**config.mk**
```make
export PLATFORM = sky130hd
export DESIGN_NAME = io_input_conditioner_flat
export DESIGN_NICKNAME = d
export VERILOG_FILES = /design/src/rtl/io_input_conditioner_if.sv /design/src/rtl/io_input_conditioner.sv /design/src/flat_wrapper.sv
export SDC_FILE = /design/constraint.sdc
export NUM_CORES = 1
export LEC_CHECK = 0
export BUFFER_PORTS_ARGS = -buffer_cell sky130_fd_sc_hd__buf_2
export CAP_MARGIN = 10
export CELL_PAD_IN_SITES_DETAIL_PLACEMENT = 2
export CELL_PAD_IN_SITES_GLOBAL_PLACEMENT = 2
export CORE_MARGIN = 3
export CORE_UTILIZATION = 25
export CTS_CLUSTER_DIAMETER = 50
export DETAILED_ROUTE_END_ITERATION = 10
export PLACE_DENSITY_LB_ADDON = 0.1
export SYNTH_ARGS = -nofsm -noshare
export SYNTH_HDL_FRONTEND = slang
export SYNTH_SLANG_ARGS = --single-unit
```
**constraint.sdc**
```tcl
create_clock -name clk -period 7 [get_ports clk]
set_clock_uncertainty 0.05 [all_clocks]
set_input_delay 0 -clock clk [delete_from_list [all_inputs] [get_ports clk]]
set_output_delay 0 -clock clk [all_outputs]
set_load 0.01 [all_outputs]
```
**src/rtl/io_input_conditioner_if.sv**
```systemverilog
// Bundle between the board pins / MMIO read path and io_input_conditioner.
//
// Signalling: btn_rd is a single-cycle strobe with no ready; the conditioner
// always accepts it on the next posedge. All outputs are registered levels
// that the consumer may sample at any time. There is no valid/ready pair
// here: every signal is either a raw pin, a one-cycle strobe, or a level.
//
// dbg_state exposes the button FSM state:
// 0 = IDLE_LOW, 1 = WAIT_HIGH, 2 = IDLE_HIGH, 3 = WAIT_LOW.
interface io_input_conditioner_if;
    logic        btn_raw;
    logic [15:0] sw_raw;
    logic        btn_rd;
    logic        button_on;
    logic        btn_level;
    logic [15:0] io_rdata_switch;
    logic [7:0]  press_count;
    logic [1:0]  dbg_state;

    // Board / CPU side: drives pins and the read strobe, observes results.
    modport master (
        output btn_raw, sw_raw, btn_rd,
        input  button_on, btn_level, io_rdata_switch, press_count, dbg_state
    );

    // Conditioner side.
    modport slave (
        input  btn_raw, sw_raw, btn_rd,
        output button_on, btn_level, io_rdata_switch, press_count, dbg_state
    );
endinterface

```
**src/rtl/io_input_conditioner.sv**
```systemverilog
// Conditions the raw push-button and 16 slide switches for the MMIO read path.
// - Two-flop synchronisers on every raw pin.
// - Button: four-state debounce FSM, sticky press flag cleared by btn_rd.
// - Switches: whole-vector stability filter, published atomically.
// Optional feature macro: IO_PRESS_COUNT_EN (accepted-press counter on
// press_count; when undefined press_count is tied to zero).
// DEBOUNCE_CYCLES and SW_STABLE_CYCLES must be >= 2, and
// 2**CNT_W must exceed both of them.
module io_input_conditioner #(
    parameter int DEBOUNCE_CYCLES  = 1000000,
    parameter int SW_STABLE_CYCLES = 1000000,
    parameter int CNT_W            = 20
) (
    input logic                   clk,
    input logic                   rst,
    io_input_conditioner_if.slave io
);

    localparam logic [CNT_W-1:0] DEB_LAST = CNT_W'(DEBOUNCE_CYCLES - 1);
    localparam logic [CNT_W-1:0] SW_LAST  = CNT_W'(SW_STABLE_CYCLES - 1);
    localparam logic [CNT_W-1:0] CNT_MAX  = '1;
    localparam logic [CNT_W-1:0] CNT_ONE  = CNT_W'(1);

    typedef enum logic [1:0] {
        IDLE_LOW  = 2'd0,
        WAIT_HIGH = 2'd1,
        IDLE_HIGH = 2'd2,
        WAIT_LOW  = 2'd3
    } btn_state_t;

    logic             b_s1, b_s2;
    logic [15:0]      s_s1, s_s2;

    btn_state_t       state;
    logic [CNT_W-1:0] cnt;
    logic             level_q;
    logic             on_q;

    logic [15:0]      sw_prev;
    logic [CNT_W-1:0] sw_cnt;
    logic [15:0]      sw_out;

    // Two-flop synchronisers; nothing sits between the stages.
    always_ff @(posedge clk or posedge rst) begin
        if (rst) begin
            b_s1 <= 1'b0;
            b_s2 <= 1'b0;
            s_s1 <= 16'h0000;
            s_s2 <= 16'h0000;
        end else begin
            b_s1 <= io.btn_raw;
            b_s2 <= b_s1;
            s_s1 <= io.sw_raw;
            s_s2 <= s_s1;
        end
    end

    // Debounce FSM with registered level and sticky press flag. The clear
    // from btn_rd is written first so that a same-edge set overrides it.
    always_ff @(posedge clk or posedge rst) begin
        if (rst) begin
            state   <= IDLE_LOW;
            cnt     <= '0;
            level_q <= 1'b0;
            on_q    <= 1'b0;
        end else begin
            if (io.btn_rd) begin
                on_q <= 1'b0;
            end
            case (state)
                IDLE_LOW: begin
                    if (b_s2) begin
                        state <= WAIT_HIGH;
                        cnt   <= '0;
                    end
                end
                WAIT_HIGH: begin
                    if (!b_s2) begin
                        state <= IDLE_LOW;
                        cnt   <= '0;
                    end else if (cnt == DEB_LAST) begin
                        state   <= IDLE_HIGH;
                        level_q <= 1'b1;
                        on_q    <= 1'b1;
                    end else if (cnt != CNT_MAX) begin
                        cnt <= cnt + CNT_ONE;
                    end
                end
                IDLE_HIGH: begin
                    if (!b_s2) begin
                        state <= WAIT_LOW;
                        cnt   <= '0;
                    end
                end
                WAIT_LOW: begin
                    if (b_s2) begin
                        state <= IDLE_HIGH;
                        cnt   <= '0;
                    end else if (cnt == DEB_LAST) begin
                        state   <= IDLE_LOW;
                        level_q <= 1'b0;
                    end else if (cnt != CNT_MAX) begin
                        cnt <= cnt + CNT_ONE;
                    end
                end
                default: begin
                    state <= IDLE_LOW;
                    cnt   <= '0;
                end
            endcase
        end
    end

`ifdef IO_PRESS_COUNT_EN
    logic       accept_rise;
    logic [7:0] press_cnt_q;

    // Same condition that sets the press flag.
    assign accept_rise = (state == WAIT_HIGH) && b_s2 && (cnt == DEB_LAST);

    // Accepted-press counter; wraps naturally at 8 bits.
    always_ff @(posedge clk or posedge rst) begin
        if (rst) begin
            press_cnt_q <= 8'd0;
        end else if (accept_rise) begin
            press_cnt_q <= press_cnt_q + 8'd1;
        end
    end

    assign io.press_count = press_cnt_q;
`else
    assign io.press_count = 8'd0;
`endif

    // Switch stability filter: any bit change restarts the window for the
    // whole vector, and the vector is published in one assignment.
    always_ff @(posedge clk or posedge rst) begin
        if (rst) begin
            sw_prev <= 16'h0000;
            sw_cnt  <= '0;
            sw_out  <= 16'h0000;
        end else begin
            sw_prev <= s_s2;
            if (s_s2 != sw_prev) begin
                sw_cnt <= '0;
            end else if (sw_cnt == SW_LAST) begin
                sw_out <= s_s2;
            end else if (sw_cnt != CNT_MAX) begin
                sw_cnt <= sw_cnt + CNT_ONE;
            end
        end
    end

    assign io.button_on       = on_q;
    assign io.btn_level       = level_q;
    assign io.io_rdata_switch = sw_out;
    assign io.dbg_state       = state;

endmodule

```
**src/flat_wrapper.sv**
```systemverilog
// flat-port wrapper written by rule: the top's interface ports become plain ports
module io_input_conditioner_flat 
#(
    parameter int DEBOUNCE_CYCLES  = 1000000,
    parameter int SW_STABLE_CYCLES = 1000000,
    parameter int CNT_W            = 20
)
  (clk, rst, io_btn_raw, io_sw_raw, io_btn_rd, io_button_on, io_btn_level, io_io_rdata_switch, io_press_count, io_dbg_state);
  io_input_conditioner_if io_i ();
  input logic clk;
  input logic rst;
  input wire logic [$bits(io_i.btn_raw)-1:0] io_btn_raw;
  input wire logic [$bits(io_i.sw_raw)-1:0] io_sw_raw;
  input wire logic [$bits(io_i.btn_rd)-1:0] io_btn_rd;
  output wire logic [$bits(io_i.button_on)-1:0] io_button_on;
  output wire logic [$bits(io_i.btn_level)-1:0] io_btn_level;
  output wire logic [$bits(io_i.io_rdata_switch)-1:0] io_io_rdata_switch;
  output wire logic [$bits(io_i.press_count)-1:0] io_press_count;
  output wire logic [$bits(io_i.dbg_state)-1:0] io_dbg_state;
  assign io_i.btn_raw = io_btn_raw;
  assign io_i.sw_raw = io_sw_raw;
  assign io_i.btn_rd = io_btn_rd;
  assign io_button_on = io_i.button_on;
  assign io_btn_level = io_i.btn_level;
  assign io_io_rdata_switch = io_i.io_rdata_switch;
  assign io_press_count = io_i.press_count;
  assign io_dbg_state = io_i.dbg_state;
  io_input_conditioner #(.DEBOUNCE_CYCLES(DEBOUNCE_CYCLES), .SW_STABLE_CYCLES(SW_STABLE_CYCLES), .CNT_W(CNT_W)) u_core (.clk(clk), .rst(rst), .io(io_i));
endmodule
```
==> run metrics, run 1 <==
status completed; met2 usage in global routing 22.4%; YS warnings 0; Std-Cell Rows 49; CP Buf/Inv Count 0; top cell family by delay on the critical path simple AND/OR/NAND/NOR gates; Num CTS Buffers 9; Area Growth Syn to Fin 19.0%; final worst slack 3.52 ns; post-synthesis instance total 414; CP Cell Sequence xor2_1 > nor4_1 > nand4_1 > or3_1 > mux2_4; Max-slew headroom 34.8%; initial antenna violation count 0; worst vdd rail ir drop 146 uV; antenna-violating nets left 0; HP Class input port to flop; final non-filler cell total 703; # fillers 1976; largest net degree at the start of global routing 58; Required @ worst endpoint around 7 ns; EDFF count, synth 0; Crit-path slowest cell or3_1; starting DRC count in detailed routing 97; commonest non-fill, non-tap cell in the layout dfrtp_1; static leakage 0.00249 uW; area of the mapped netlist 4730 um^2; Buffers on Ports 39; GRT met3 Usage under 10%; Worst setup EP type flop; antenna cells 0; M1 GR Usage 14.8%; root buf cell clkbuf_16; first-pass GRT wire length 20300 um; Longest Clk Path Bufs 2; async set or reset register ratio after synthesis 100%; arrival time worst endpoint 3.68 ns; most frequent cells in the layout dfrtp_1 (110), buf_2 (39), nand2_1 (35); Routed WL 12100 um; I/O pin count 48; final setup vio count 0; H-tree depth 3; Place WS 3.40 ns; vias in the first global route 3815; Post-CTS Resized 0; FMAX approximately 290 MHz; gr usage total 12.6%; final period utilization 49.7%; synth unique cells 53; hold path start io_sw_raw[2]; Die W 144 um; Chip Height 144 um; WHS 0.214 ns; Clk Latency, worst-skew pair 0.37 ns; Setup CP Type flop to flop; average routed wire per standard cell 17.3 um; r2r startpoint u_core.s_s2[8]$_DFF_PP0_; total gr overflow 0; vias post-DR 3399; Slew @ Worst Pin 0.975 ns; Final Hold Vio Count 0; Via density between 4 and 5; Worst-path clk slew ~0.090 ns; Seq/Total Area, Yosys approximately 58%; Initial Utilization 25.9%; Total Nets Final 491; hpwl dp 8060 um; CTS tree yes; PD cells 227 nW/um^2; core area approximately 18000 um^2; Most Crowded Layer GR met2; area of the die 20600 um^2; layout cell share with drive strength beyond 1 between 10% and 20%; Setup crit start kind flop; Setup TNS 0 ns; Synth top area share 58.2%; minimum clock period between 3 and 4 ns; Final Max Tran Viols 0; dpl cells around 670; critical path launch point u_core.s_s2[8]$_DFF_PP0_; synthesis-stage register bit count 110; Synth Area per Inst 11.4 um^2; post-synth top area cell dfrtp_1; Synth area leaders dfrtp_1 (58%), xor2_1 (4.4%), mux2_4 (3.2%); maxcap violations 0; drt first pass iters 4; Main synth FF type dfrtp_1; Placer Congestion between 0.7 and 0.8; Crit Path Max Fanout 21; Sink Count 110; RSZ-0062 raised after global routing false; DRC errors left 0; crit-path max cell delay between 1 and 1.5 ns
what timing repair did:
item | 4_1_cts | 5_1_grt
buffers inserted | 0 | 0
hold buffers | 19 | 0
endpoints found under the hold margin | 71 | 0
synth_stat cells, types with 11 or more instances:
cell / number
nand3_1: 17
and3_1: 13
nor2_1: 26
clkbuf_1: 11
o21ai_0: 19
xor2_1: 24
a21oi_1: 20
dfrtp_1: 110
nand2_1: 35
report_power, final:
group	leakage (uW)	switching, uW	total [uW]	internal (uW)
clock network	0.000153	284	545	261
registers	0.00142	16.4	671	654
logic	0.000921	35.3	61.1	25.8
path summary, 6_finish.rpt:
path                       slack, ns  depth (start not counted)                                       end
setup / recovery                3.52                          5  u_core.io.io_rdata_switch[7]$_DFFE_PP0P_
hold / removal                  0.21                          2                  u_core.s_s1[2]$_DFF_PP0_
setup reg to reg                3.52                          5  u_core.io.io_rdata_switch[7]$_DFFE_PP0P_
hold reg to reg                 0.30                          0                 u_core.s_s2[15]$_DFF_PP0_
max in group asynchronous       5.46                          4             u_core.sw_cnt[13]$_DFFE_PP0P_
min in group asynchronous       0.25                          3                u_core.cnt[19]$_DFFE_PP0P_
flip-flops by register name (all words and copies together), names as in the netlist, named ones only:
signal                     count
u_core.sw_cnt                 20
u_core.sw_prev                16
u_core.b_s1                    1
u_core.s_s1                   16
u_core.io.io_rdata_switch     16
u_core.s_s2                   16
u_core.cnt                    20
u_core.b_s2                    1
u_core.io.btn_level            1
u_core.io.dbg_state            1
u_core.io.button_on            1
through the flow:
step / util (%) / total power (uW) / cell area, um^2
final: 30.8 / 1280 / 5630
after global routing: 30.8 / 1340 / 5630
after global placement: 28.1 / 737 / 5120
after CTS: 30.8 / 1310 / 5630
after floorplan: - / 718 / 4760
after detailed placement: 28.1 / 740 / 5120
logic make-up (layout without fill, tap and decap cells):
group / after synthesis / after routing / synth area share (%)
simple gates: 152 / 152 / 17.6
compound gates: 71 / 71 / 9.44
xor+xnor: 30 / 30 / 5.56
flops: 110 / 110 / 58.2
fa+ha+maj: 2 / 2 / 0.529
buf+inv: 29 / 82 / 3.31
other cells: 1 / 8 / 0.0793
mux: 19 / 19 / 5.24
worst register-to-register path, cell delays in order, from the launching register on:
cell and delay [ns]:
dfrtp_1 0.41, xor2_1 0.16, nor4_1 0.41, nand4_1 0.84, or3_1 1.06, mux2_4 0.45
metal layers:
metal | vias to the layer above | part of all wire [%]
met5 | - | 0
met1 | 1784 | 44
met4 | 0 | 1.6
li1 | 1577 | -
met2 | 27 | 52
met3 | 11 | 2.5
area by class of cell:
cell class,instances,area [um^2],area share [%]
Tap cell,229,287,5.09
Sequential cell,110,2750,48.9
Clock buffer,9,225,4.00
Multi-Input combinational cell,282,1850,32.8
Clock inverter,7,88.8,1.58
Inverter,5,21.3,0.378
Timing Repair Buffer,61,408,7.25
Power figures use the tool's default switching activity.
==> run 2, diff against run 1 <==
ABC_AREA = 1   (was unset)
clock period = 2.94 ns   (was 7 ns; I/O delays follow)
==> run metrics, run 2 <==
status completed; CP Cell Sequence nand2_1 > nand2_1 > inv_1 > nor2_2 > inv_1 > nand2_1 > nand2_1 > o22ai_1; HP Class input port to asynchronous set/reset pin; Main synth FF type dfrtp_1; R2R cell count 8; Total Nets Final 704; average routed wire per standard cell 15.5 um; DRC errors left 0; most frequent cells in the layout nand2_1 (162), dfrtp_1 (110), nor2_1 (71); Buffers on Ports 39; arrival time worst endpoint 2.74 ns; vias in the first global route 4819; most frequent cell after synthesis nand2_1; Crit-path slowest cell dfrtp_1; PD cells 483 nW/um^2; Max-slew headroom 29.2%; final period utilization 85.1%; core area 20400 um^2; crit-path max cell delay between 0.7 and 0.8 ns; Commonest cells post-synth nand2_1 (162), dfrtp_1 (110), nor2_1 (72), inv_1 (70), nand3_1 (68); Placer Congestion 0.758; maxcap violations 0; R2R Setup Slk 0.44 ns; post-synthesis instance total 626; dpl cells 922; Synth Area per Inst roughly 8.3 um^2; CP Buf/Inv Count 2; post-synth top area cell dfrtp_1; Required @ worst endpoint 3.18 ns; final setup vio count 0; Longest Clk Path Bufs 2; Synth area leaders dfrtp_1 (53%), nand2_1 (12%), nand3_1 (6.5%); total gr overflow 0; Sink Count 110; EDFF count, synth 0; registers with the most flip-flops u_core.cnt (20), u_core.sw_cnt (20); most used cell along the critical path nand2_1; Initial Utilization 25.6%; Worst-path clk slew 0.09 ns; static leakage 0.00296 uW; Setup CP Type flop to flop; Die W 150 um; Placement Cell Area 5660 um^2; Clk Latency, worst-skew pair 0.37 ns; Crit Path Max Fanout 18; initial antenna violation count 0; RSZ-0062 raised after global routing false; FMAX 400 MHz; root buf cell clkbuf_16; r2r startpoint u_core.b_s2$_DFF_PP0_; YS warnings 0; drt first pass iters 4; H-tree depth 3; Num CTS Buffers 9; critical path launch point u_core.b_s2$_DFF_PP0_; antenna-violating nets left 0; async set or reset register ratio after synthesis 100%; largest net degree at the start of global routing 82; synth unique cells 36; Final Hold Vio Count 0; I/O pin count 48; antenna cells 0; Std-Cell Rows 52; hpwl dp 10800 um; fin util 30.2%; final instance area 6150 um^2; starting DRC count in detailed routing between 100 and 150; CTS tree yes; Final Max Tran Viols 0; Area Growth Syn to Fin 18.0%; Setup crit start kind flop; worst vdd rail ir drop 224 uV; Chip Height 150 um; top cell family by delay on the critical path simple AND/OR/NAND/NOR gates; first-pass GRT wire length 25200 um; Synth top area share 52.8%; synthesis-stage register bit count 110; Worst setup EP type flop; Setup Fix Bufs, Post-CTS 0; Slew @ Worst Pin 1.06 ns; area of the die approximately 23000 um^2; Via density 4.59; Seq/Total Area, Yosys a little over half; vias post-DR 4388; area of the mapped netlist 5210 um^2; final non-filler cell total 957; gr usage total 14.1%; minimum clock period 2.50 ns; layout cell share with drive strength beyond 1 between 10% and 20%; Routed WL 14900 um; WP depth 8; commonest non-fill, non-tap cell in the layout nand2_1
[run 2: cell count changes after synthesis, sizes merged, moves of 12 or more]
cell   before  now
nand2      35  168
inv         5   75
xor2       24   12
mux2       16    0
nor2       26   75
nand3      18   69
and3       13    1
[run 2: worst paths after layout]
kind,endpoint
setup / recovery,u_core.cnt[1]$_DFFE_PP0P_
hold / removal,u_core.sw_prev[5]$_DFF_PP0_
setup reg to reg,u_core.cnt[1]$_DFFE_PP0P_
hold reg to reg,u_core.s_s2[13]$_DFF_PP0_
max in group asynchronous,u_core.sw_cnt[9]$_DFFE_PP0P_
min in group clk,u_core.s_s1[4]$_DFF_PP0_
[run 2: what timing repair did]
item | CTS | global route
hold endpoints to repair | 128 | 0
hold buffers | 19 | 0
gates resized for setup | 1 | 0
setup endpoints to repair | 2 | 0
[run 2: metal layers]
metal  vias up  global-route usage (%)  share of wire, %
met3        12                    3.01               2.7
met2        54                    24.9                52
li1       2094                       -                 -
met5         -                       0                 0
met4         0                    3.39               1.3
met1      2228                    17.5                44
[run 2: power by group]
part / internal [uW] / switching (uW)
combinational: 50.3 / 91.3
clock: 604 / 649
sequential: 1550 / 25.5
total: 2200 / 765
[run 2: layout make-up]
| class | instances | area (um^2) |
|---|---|---|
| flip-flops and latches | 110 | 2750 |
| clock buffers | 9 | 225 |
| fillers | 2367 | 14200 |
| clock inverters | 7 | 75.1 |
| well taps | 270 | 338 |
| inverters | 75 | 285 |
| multi-input cells | 424 | 2050 |
| repair buffers | 62 | 428 |
[run 2: worst register-to-register path, stage by stage (launching register included)]
cell	delay, ns
dfrtp_1	0.77
nand2_1	0.15
nand2_1	0.14
inv_1	0.07
nor2_2	0.51
inv_1	0.32
nand2_1	0.21
nand2_1	0.08
o22ai_1	0.12
[run 2: cell families after synthesis]
kind of cell	share of synthesized area (%)
compound gates	6.70
xor+xnor	2.69
fa+ha+maj	0.480
buf+inv	8.45
flops	52.8
other cells	0.0719
simple gates	28.8
[run 2: through the flow]
stage	setup TNS, ns	hold WS, ns	total power, uW	setup slack (ns)
final	0	0.0474	2970	0.438
after detailed placement	-0.0203	-0.0962	1730	-0.0117
after global routing	0	0.0664	3120	0.0994
after floorplan	0	-0.0186	1690	1.24
after CTS	0	0.0441	3040	0.370
after global placement	0	-0.0972	1730	0.244
